[src/rtl/core_seq_ctrl.sv]
// Multi-cycle sequencer for the single-issue NPC core: owns the PC, fetches over a
// valid/ready port, then steps decode, execute and writeback; stops on ebreak or fault.
module core_seq_ctrl #(
  parameter int unsigned           PC_WIDTH      = 32,
  parameter int unsigned           INST_WIDTH    = 32,
  parameter logic [PC_WIDTH-1:0]   RESET_PC      = 32'h8000_0000,
  parameter int unsigned           FETCH_TIMEOUT = 255
) (
  input  logic                  clk,
  input  logic                  rst,
  output logic                  imem_req_valid,
  input  logic                  imem_req_ready,
  output logic [PC_WIDTH-1:0]   imem_req_addr,
  input  logic                  imem_rsp_valid,
  input  logic [INST_WIDTH-1:0] imem_rsp_data,
  output logic [INST_WIDTH-1:0] inst,
  output logic                  inst_valid,
  input  logic                  is_ebreak,
  output logic                  ex_start,
  input  logic                  ex_done,
  input  logic                  ex_redirect,
  input  logic [PC_WIDTH-1:0]   ex_target,
  output logic                  rf_wen,
  output logic [PC_WIDTH-1:0]   pc,
  output logic [63:0]           instret,
  output logic                  halted,
  output logic                  fault
);

  localparam int unsigned      TimerW      = $clog2(FETCH_TIMEOUT + 1);
  localparam logic [TimerW-1:0] TimeoutLast = TimerW'(FETCH_TIMEOUT - 1);

  typedef enum logic [2:0] {
    StFetchReq,
    StFetchRsp,
    StDecode,
    StExec,
    StWb,
    StHalt,
    StErr
  } state_e;

  state_e                  state_q, state_d;
  logic [PC_WIDTH-1:0]     pc_q;
  logic [PC_WIDTH-1:0]     next_pc_q;
  logic [PC_WIDTH-1:0]     next_pc;
  logic [INST_WIDTH-1:0]   inst_q;
  logic [63:0]             instret_q;
  logic [TimerW-1:0]       timer_q;
  logic                    req_valid_q;
  logic                    inst_valid_q;
  logic                    rf_wen_q;
  logic                    halted_q;
  logic                    fault_q;

  assign next_pc = ex_redirect ? ex_target : pc_q + PC_WIDTH'(4);

  always_comb begin
    state_d = state_q;
    unique case (state_q)
      StFetchReq: if (imem_req_ready) state_d = StFetchRsp;
      StFetchRsp: begin
        // A response in the final allowed cycle still wins over the timeout.
        if (imem_rsp_valid)              state_d = StDecode;
        else if (timer_q == TimeoutLast) state_d = StErr;
      end
      StDecode:   state_d = is_ebreak ? StHalt : StExec;
      StExec: begin
        if (ex_done) state_d = (next_pc[1:0] != 2'b00) ? StErr : StWb;
      end
      StWb:       state_d = StFetchReq;
      default:    state_d = state_q;
    endcase
  end

  // Moore flags are registered from the next state so they line up with state_q.
  always_ff @(posedge clk) begin
    if (rst) begin
      state_q      <= StFetchReq;
      pc_q         <= RESET_PC;
      next_pc_q    <= '0;
      inst_q       <= '0;
      instret_q    <= '0;
      timer_q      <= '0;
      req_valid_q  <= 1'b1;
      inst_valid_q <= 1'b0;
      rf_wen_q     <= 1'b0;
      halted_q     <= 1'b0;
      fault_q      <= 1'b0;
    end else begin
      state_q      <= state_d;
      req_valid_q  <= (state_d == StFetchReq);
      inst_valid_q <= (state_d == StDecode);
      rf_wen_q     <= (state_d == StWb);
      halted_q     <= (state_d == StHalt);
      fault_q      <= (state_d == StErr);
      case (state_q)
        StFetchReq: timer_q <= '0;
        StFetchRsp: begin
          timer_q <= timer_q + 1'b1;
          if (imem_rsp_valid) inst_q <= imem_rsp_data;
        end
        StExec:     if (ex_done) next_pc_q <= next_pc;
        StWb: begin
          pc_q      <= next_pc_q;
          instret_q <= instret_q + 64'd1;
        end
        default: ;
      endcase
    end
  end

  assign imem_req_valid = req_valid_q;
  assign imem_req_addr  = pc_q;
  assign inst           = inst_q;
  assign inst_valid     = inst_valid_q;
  assign ex_start       = inst_valid_q & ~is_ebreak;
  assign rf_wen         = rf_wen_q;
  assign pc             = pc_q;
  assign instret        = instret_q;
  assign halted         = halted_q;
  assign fault          = fault_q;

endmodule
[config.mk]
export PLATFORM = sky130hd
export DESIGN_NAME = core_seq_ctrl
export DESIGN_NICKNAME = d
export VERILOG_FILES = /design/src/rtl/core_seq_ctrl.sv
export SDC_FILE = /design/constraint.sdc
export NUM_CORES = 1
export LEC_CHECK = 0
export BUFFER_PORTS_ARGS = -buffer_cell sky130_fd_sc_hd__buf_2
export CORE_ASPECT_RATIO = 0.9
export CORE_MARGIN = 2
export CORE_UTILIZATION = 58
export CTS_BUF_LIST = sky130_fd_sc_hd__clkbuf_4 sky130_fd_sc_hd__clkbuf_8
export CTS_CLUSTER_SIZE = 24
export DETAILED_ROUTE_END_ITERATION = 7
export GPL_TIMING_DRIVEN = 0
export PLACE_DENSITY_LB_ADDON = 0.2
export SLEW_MARGIN = 20
export SYNTH_ARGS = -nofsm -noshare
export SYNTH_HDL_FRONTEND = slang
export SYNTH_SLANG_ARGS = --single-unit
[constraint.sdc]
create_clock -name clk -period 6.4 [get_ports clk]
set_clock_uncertainty 0.05 [all_clocks]
set_input_delay 0.96 -clock clk [delete_from_list [all_inputs] [get_ports clk]]
set_output_delay 0.96 -clock clk [all_outputs]
set_load 0.01 [all_outputs]
# [Word-level counts from Yosys, hierarchy flattened]
# Index checks and enable logic that the tools add are counted.
[totals] inputBits=71 word_cells=40 reg_bits=176 output_inout_bits=166
[op_classes] reduce_logical=6 eq_ne=9 mux=9 bitwise=2 add_sub_neg=3
[op_table] cell="64-bit by 1-bit adder with 64-bit output, second input constant" n=1
[op_table] cell="32-bit by 3-bit adder with 32-bit output, second input constant" n=1
[op_table] cell="32-bit 2-to-1 mux" n=1
[op_table] cell="8-bit case mux with 2 select lines" n=1
[op_table] cell="3-bit 2-to-1 mux" n=5
[op_table] cell="3-bit case mux with 5 select lines" n=1
[op_table] cell="3-bit == test, second input constant" n=4
[op_table] cell="3-bit by 2-bit == test with 1-bit output, second input constant" n=3
[op_table] cell="8-bit by 1-bit adder with 8-bit output, second input constant" n=1
[op_table] cell="8-bit == test, second input constant" n=1
[op_table] cell="3-bit zero test" n=2
[op_table] cell="2-bit AND reduction" n=2
[op_table] cell="2-bit nonzero test" n=2
[op_table] cell="3-bit by 1-bit == test with 1-bit output, second input constant" n=1
[op_table] cell="2-bit 2-to-1 mux" n=1
[op_table] cell="1-bit bitwise AND" n=1
[op_table] cell="1-bit inverter" n=1

# [Depth between registers and ports, before layout]
[logic_depth] depth_word=7 depth_mapped=8 mapped_depth_nobuf=7

# [Worst setup path after synthesis]
# OpenSTA, ideal clock, no wires.
[synth_path] path_kind="reg2reg" startpoint="register pc_q[2] (netlist: imem_req_addr[2])" endpoint="register next_pc_q[22]" path_stages_with_launch=7 required_time_ns=6.264 period_less_slack_ns=2.254 arrival_ns=2.119 slack_ns=4.146 n_path_buf=0 setup_ns=0.086 cell_sequence="dfxtp_1 -> ha_1 -> nand4_1 -> nor4_1 -> nand4_1 -> xor2_1 -> a211oi_1"
[synth_between] elab_chain_cells=2
[synth_rtl] element="start: declaration" line_no="44" source="logic [PC_WIDTH-1:0] pc_q;"
[synth_rtl] element="start signal: assignment" line_no="105" source="pc_q <= next_pc_q;"
[synth_rtl] element="32-bit by 3-bit adder with 32-bit output" line_no="56" source="assign next_pc = ex_redirect ? ex_target : pc_q + PC_WIDTH'(4);"
[synth_rtl] element="32-bit 2-to-1 mux" line_no="56"
[synth_rtl] element="end signal: assignment" line_no="103" source="StExec: if (ex_done) next_pc_q <= next_pc;"
[synth_rtl] element="end: declaration" line_no="45" source="logic [PC_WIDTH-1:0] next_pc_q;"
# No other way between the ends.
# A chain may end at the register's enable or synchronous reset.

# [Worst setup path after layout]
[layout_path] startpoint="register instret_q[8] (netlist: instret[8])" endpoint="register instret_q[63] (netlist: instret[63])"
[layout_between] elab_chain_cells=1
[layout_rtl] element="start: declaration" line_no="48" source="logic [63:0] instret_q;"
[layout_rtl] element="start signal: assignment" line_no="106" source="instret_q <= instret_q + 64'd1;"
[layout_rtl] element="64-bit by 1-bit adder with 64-bit output" line_no="106"
# No other way between the ends.

==> results.txt <==
The run gives 349.8 MHz as the highest clock frequency the design can meet. The synthesized design spends more area on one cell type than any other, namely dfxtp_1. The area added between synthesis and finish was 22.72%; the sequential fraction of the synthesis area was 42.95%.

In this run, synthesis inferred 0 flip-flops with an integrated enable. The cell with the most instances after synthesis was nand2_1. Counting stages on the worst path, the most repeated cell is nor4_1. The endpoint required time on the critical path is 6710 ps, and the average detailed-routed wire length per instance is 15.71 um.

Counting instances in the post-synthesis netlist gives the leading cell types as nand2_1 (190), dfxtp_1 (176), a21oi_1 (107). Along the worst path, the maximum fanout reaches 10. The worst hold path belongs to the class flip-flop to flip-flop. In this design, the stage delay of the slowest critical-path cell is 620 ps. The tools report the violation count after the first detailed-routing iteration as 747.

For the signal arrival time at the worst endpoint, the log shows 3160 ps. The logs give 15110 um2 for the full die area and 16.98 mm for the half-perimeter wire length after placement. The signal on the critical path passes through nand4_1 > nor4_1 > clkbuf_1 > nand2_1 > nor4_1 > mux2_2.

The total wire length after detailed routing is 23.35 mm. The setup path with the least slack is of type flip-flop to flip-flop. From bottom edge to top edge, the die measures 116.8 um. After synthesis, the largest area contributor takes up 42.95% of total cell area. After synthesis, the cell types taking the most area are dfxtp_1 (43%), nand2_1 (8.7%), a21oi_1 (6.5%). Input and output buffers added on the ports amount to 235. Averaged over all synthesized cells, the footprint is 7.996 um2. For the wire length of the first global-routing pass, the log shows 36.30 mm.

The logs give 0 for the count of final setup violators and 9628 um2 for the cell area after placement. The final weighted congestion of routability-driven global placement is 0.9224. Once layout is done, the placed cells without fillers occupy 10070 um2. Counting instances, the worst hold path has a depth of 2. The total grt overflow came out at 0.

The run gives 1101 as the net count of the mapped netlist. After clock tree synthesis, the repair step resized 0 gates. The combined flip-flop and latch cell area is 3523 um2, and the maximum number of pins on one net before global-route repair is 17.

0 antenna diodes ended up in the layout. The flow ran to the end, and the final reports show no timing, DRC or antenna violations. For this design the ratio of total power to cell area is 209.6 nW/um2. Counting buffers and inverters, the worst setup path is 6 cells deep. The floorplan die width was 129.4 um; the post-detailed-route DRC marker count was 0. The tools report the post-route setup TNS as 0 ps.

The slowest stage of the critical path belongs to the cell nor4_1. Detailed routing inserted a total of 8501 vias. In this run the number of H-tree levels came out at 4. Clock-pin slew was measured on the worst setup and hold paths at 90 ps. Counting the fill cells in the layout gives 1160. Remaining number of nets flagged by the antenna check after routing: 0. The final hold violation count came out at 0. Buffer type at the clock tree root: clkbuf_8.

At the pin with the least slew margin, the transition time is 832.6 ps. The number of global-route vias before repair is 7380, and the count of standard-cell rows is 41. The analysis attributes to cell leakage a power of 4.100 nW. Setup repair after global routing left no endpoint under its margin. TritonCTS built the clock tree. After detailed routing, the number of vias per cell comes to 5.721. The run gives 1026 as the gate count of the mapped netlist.

Headroom to the max-slew limit came out at 43.98%. The top cell family by delay on the critical path was simple AND/OR/NAND/NOR gates. Once the floorplan was initialized, standard cells occupied 59.01% of the core. Dividing the final minimum period by the clock period gives 44.67%. The flip-flop and latch count after synthesis is 176, and the number of buffers and inverters on the critical path is 1. The nature of the critical path endpoint is a flip-flop. The initial antenna violation count is 1. Counting every sink on the clock net gives 176. The number of nets in the final layout came out at 1355. Buffers added to address setup during post-CTS repair amount to 0. During I/O placement, the number of pins put on the boundary was 237. The number of max-slew violations in the final report is 0, and the clock latency on the worst-skew pair is 470 ps.

In this run the standard cell core region covers 13900 um2. In the final layout, the multi-input gates occupy 4134 um2. The worst setup path is launched from a flip-flop. Across the run, the number of max-cap violations was 0. Post-synthesis cell area: 8204 um2. Counting the buffers created by CTS gives 17. Dominant synthesized flop cell: dfxtp_1.

The time the worst path needs with I/O delays and setup was 2859 ps. Cells with a size suffix above 1 make up 24.67% of the layout. The worst hold-check slack is 406.8 ps. For the total iterations of the first detailed-routing run, the log shows 5.

The worst-case reg-to-reg path depth was 6; the proportion of register bits with asynchronous set or reset after synthesis was 0%. Counting along the longest clock path gives a buffer depth of 2. During synthesis, Yosys emitted a total of 0 warnings. Across every metal layer, demand over resource in global routing totals 30.35%. The peak ir drop on the vdd network was 193.4 uV. The synthesized netlist contains 57 unique library cells. The number of hold buffers added after CTS came out at 0.
cells by family (layout without fill, tap and decap cells):
kind of cell	after synthesis	after routing	share of synthesized area, %
simple gates	473	473	28.60
mux	7	7	0.9150
buf+inv	110	377	6.741
xor+xnor	53	53	5.658
flops	176	176	42.95
compound gates	203	203	14.53
fa+ha+maj	4	4	0.6101
flip-flops by register name, summed over array words and instances, names as in the netlist:
| register | cells |
|---|---|
| instret | 64 |
| imem_req_addr | 32 |
| inst | 32 |
| next_pc_q | 32 |
| timer_q | 8 |
| state_q | 3 |
| fault | 1 |
| halted | 1 |
| imem_req_valid | 1 |
| inst_valid | 1 |
| rf_wen | 1 |
tightest hold or removal path, delay by kind of cell, from the launching register on:
kind	cells	cell delay, ps
AOI/OAI and AO/OA	1	50
DFF	1	320
and+or+nand+nor	1	50
through the flow:
step / worst slack [ps] / utilization, % / power [W] / std cells
6_report: 3541 / 72.42 / 0.002111 / 1486
5_1_grt: 3492 / 72.42 / 0.002181 / 1486
4_1_cts: 3659 / 72.42 / 0.002114 / 1486
3_5_place_dp: 3551 / 69.26 / 0.001284 / 1454
3_3_place_gp: 3490 / 69.21 / 0.001281 / 1454
2_1_floorplan: 4146 / - / 0.001220 / 1026
layout by cell type (no fill, tap or decap), types with 5 or more instances in the layout:
cell type,synthesis,layout
buf_2,1,236
nand2_1,190,190
dfxtp_1,176,176
a21oi_1,107,107
nor2_1,73,73
nand3_1,54,54
clkbuf_1,52,52
nand4_1,41,41
buf_4,33,33
xor2_1,33,33
o21ai_0,27,27
or4_1,21,21
nor3_1,21,21
xnor2_1,20,20
inv_1,19,19
and3_1,17,17
o31ai_1,17,17
clkbuf_8,0,17
or3_1,15,15
a31oi_1,12,12
nor4_1,10,9
o211ai_1,8,8
nor2b_1,5,5
a211oi_1,5,5
and4_1,5,5
metal layers:
metal / up-vias / routed length [um] / GRT usage (%)
li1: 4107 / - / -
met1: 3935 / 10010 / 41.23
met2: 412 / 10670 / 48.04
met3: 45 / 2173 / 6.682
met4: 2 / 478 / 10.87
met5: - / 16 / 0
cell type report:
cell class                      count  area share (%)
Multi-Input combinational cell    740           41.06
Inverter                           20          0.7456
Clock inverter                     15           2.050
Clock buffer                       17           2.324
Buffer                             90           4.747
Timing Repair Buffer              235           11.68
Tap cell                          193           2.398
Sequential cell                   176           34.99
report_power, final:
part	internal, W	switching (W)	total [W]	leakage, nW
logic	0.0000501	0.0000908	0.000141	2.46
registers	0.00111	0.00000951	0.00112	1.42
clock network	0.000430	0.000420	0.000851	0.217
total	0.00159	0.000521	0.00211	4.10
path summary, 6_finish.rpt:
kind	start	endpoint	slack, ps
worst max-delay path	instret[8]$_SDFFE_PP0N_	instret[63]$_SDFFE_PP0N_	3540
worst min-delay path	inst[4]$_SDFFE_PP0P_	inst[4]$_SDFFE_PP0P_	410
worst max register to register	instret[8]$_SDFFE_PP0N_	instret[63]$_SDFFE_PP0N_	3540
worst min register to register	inst[4]$_SDFFE_PP0P_	inst[4]$_SDFFE_PP0P_	410
Power figures use the tool's default switching activity.
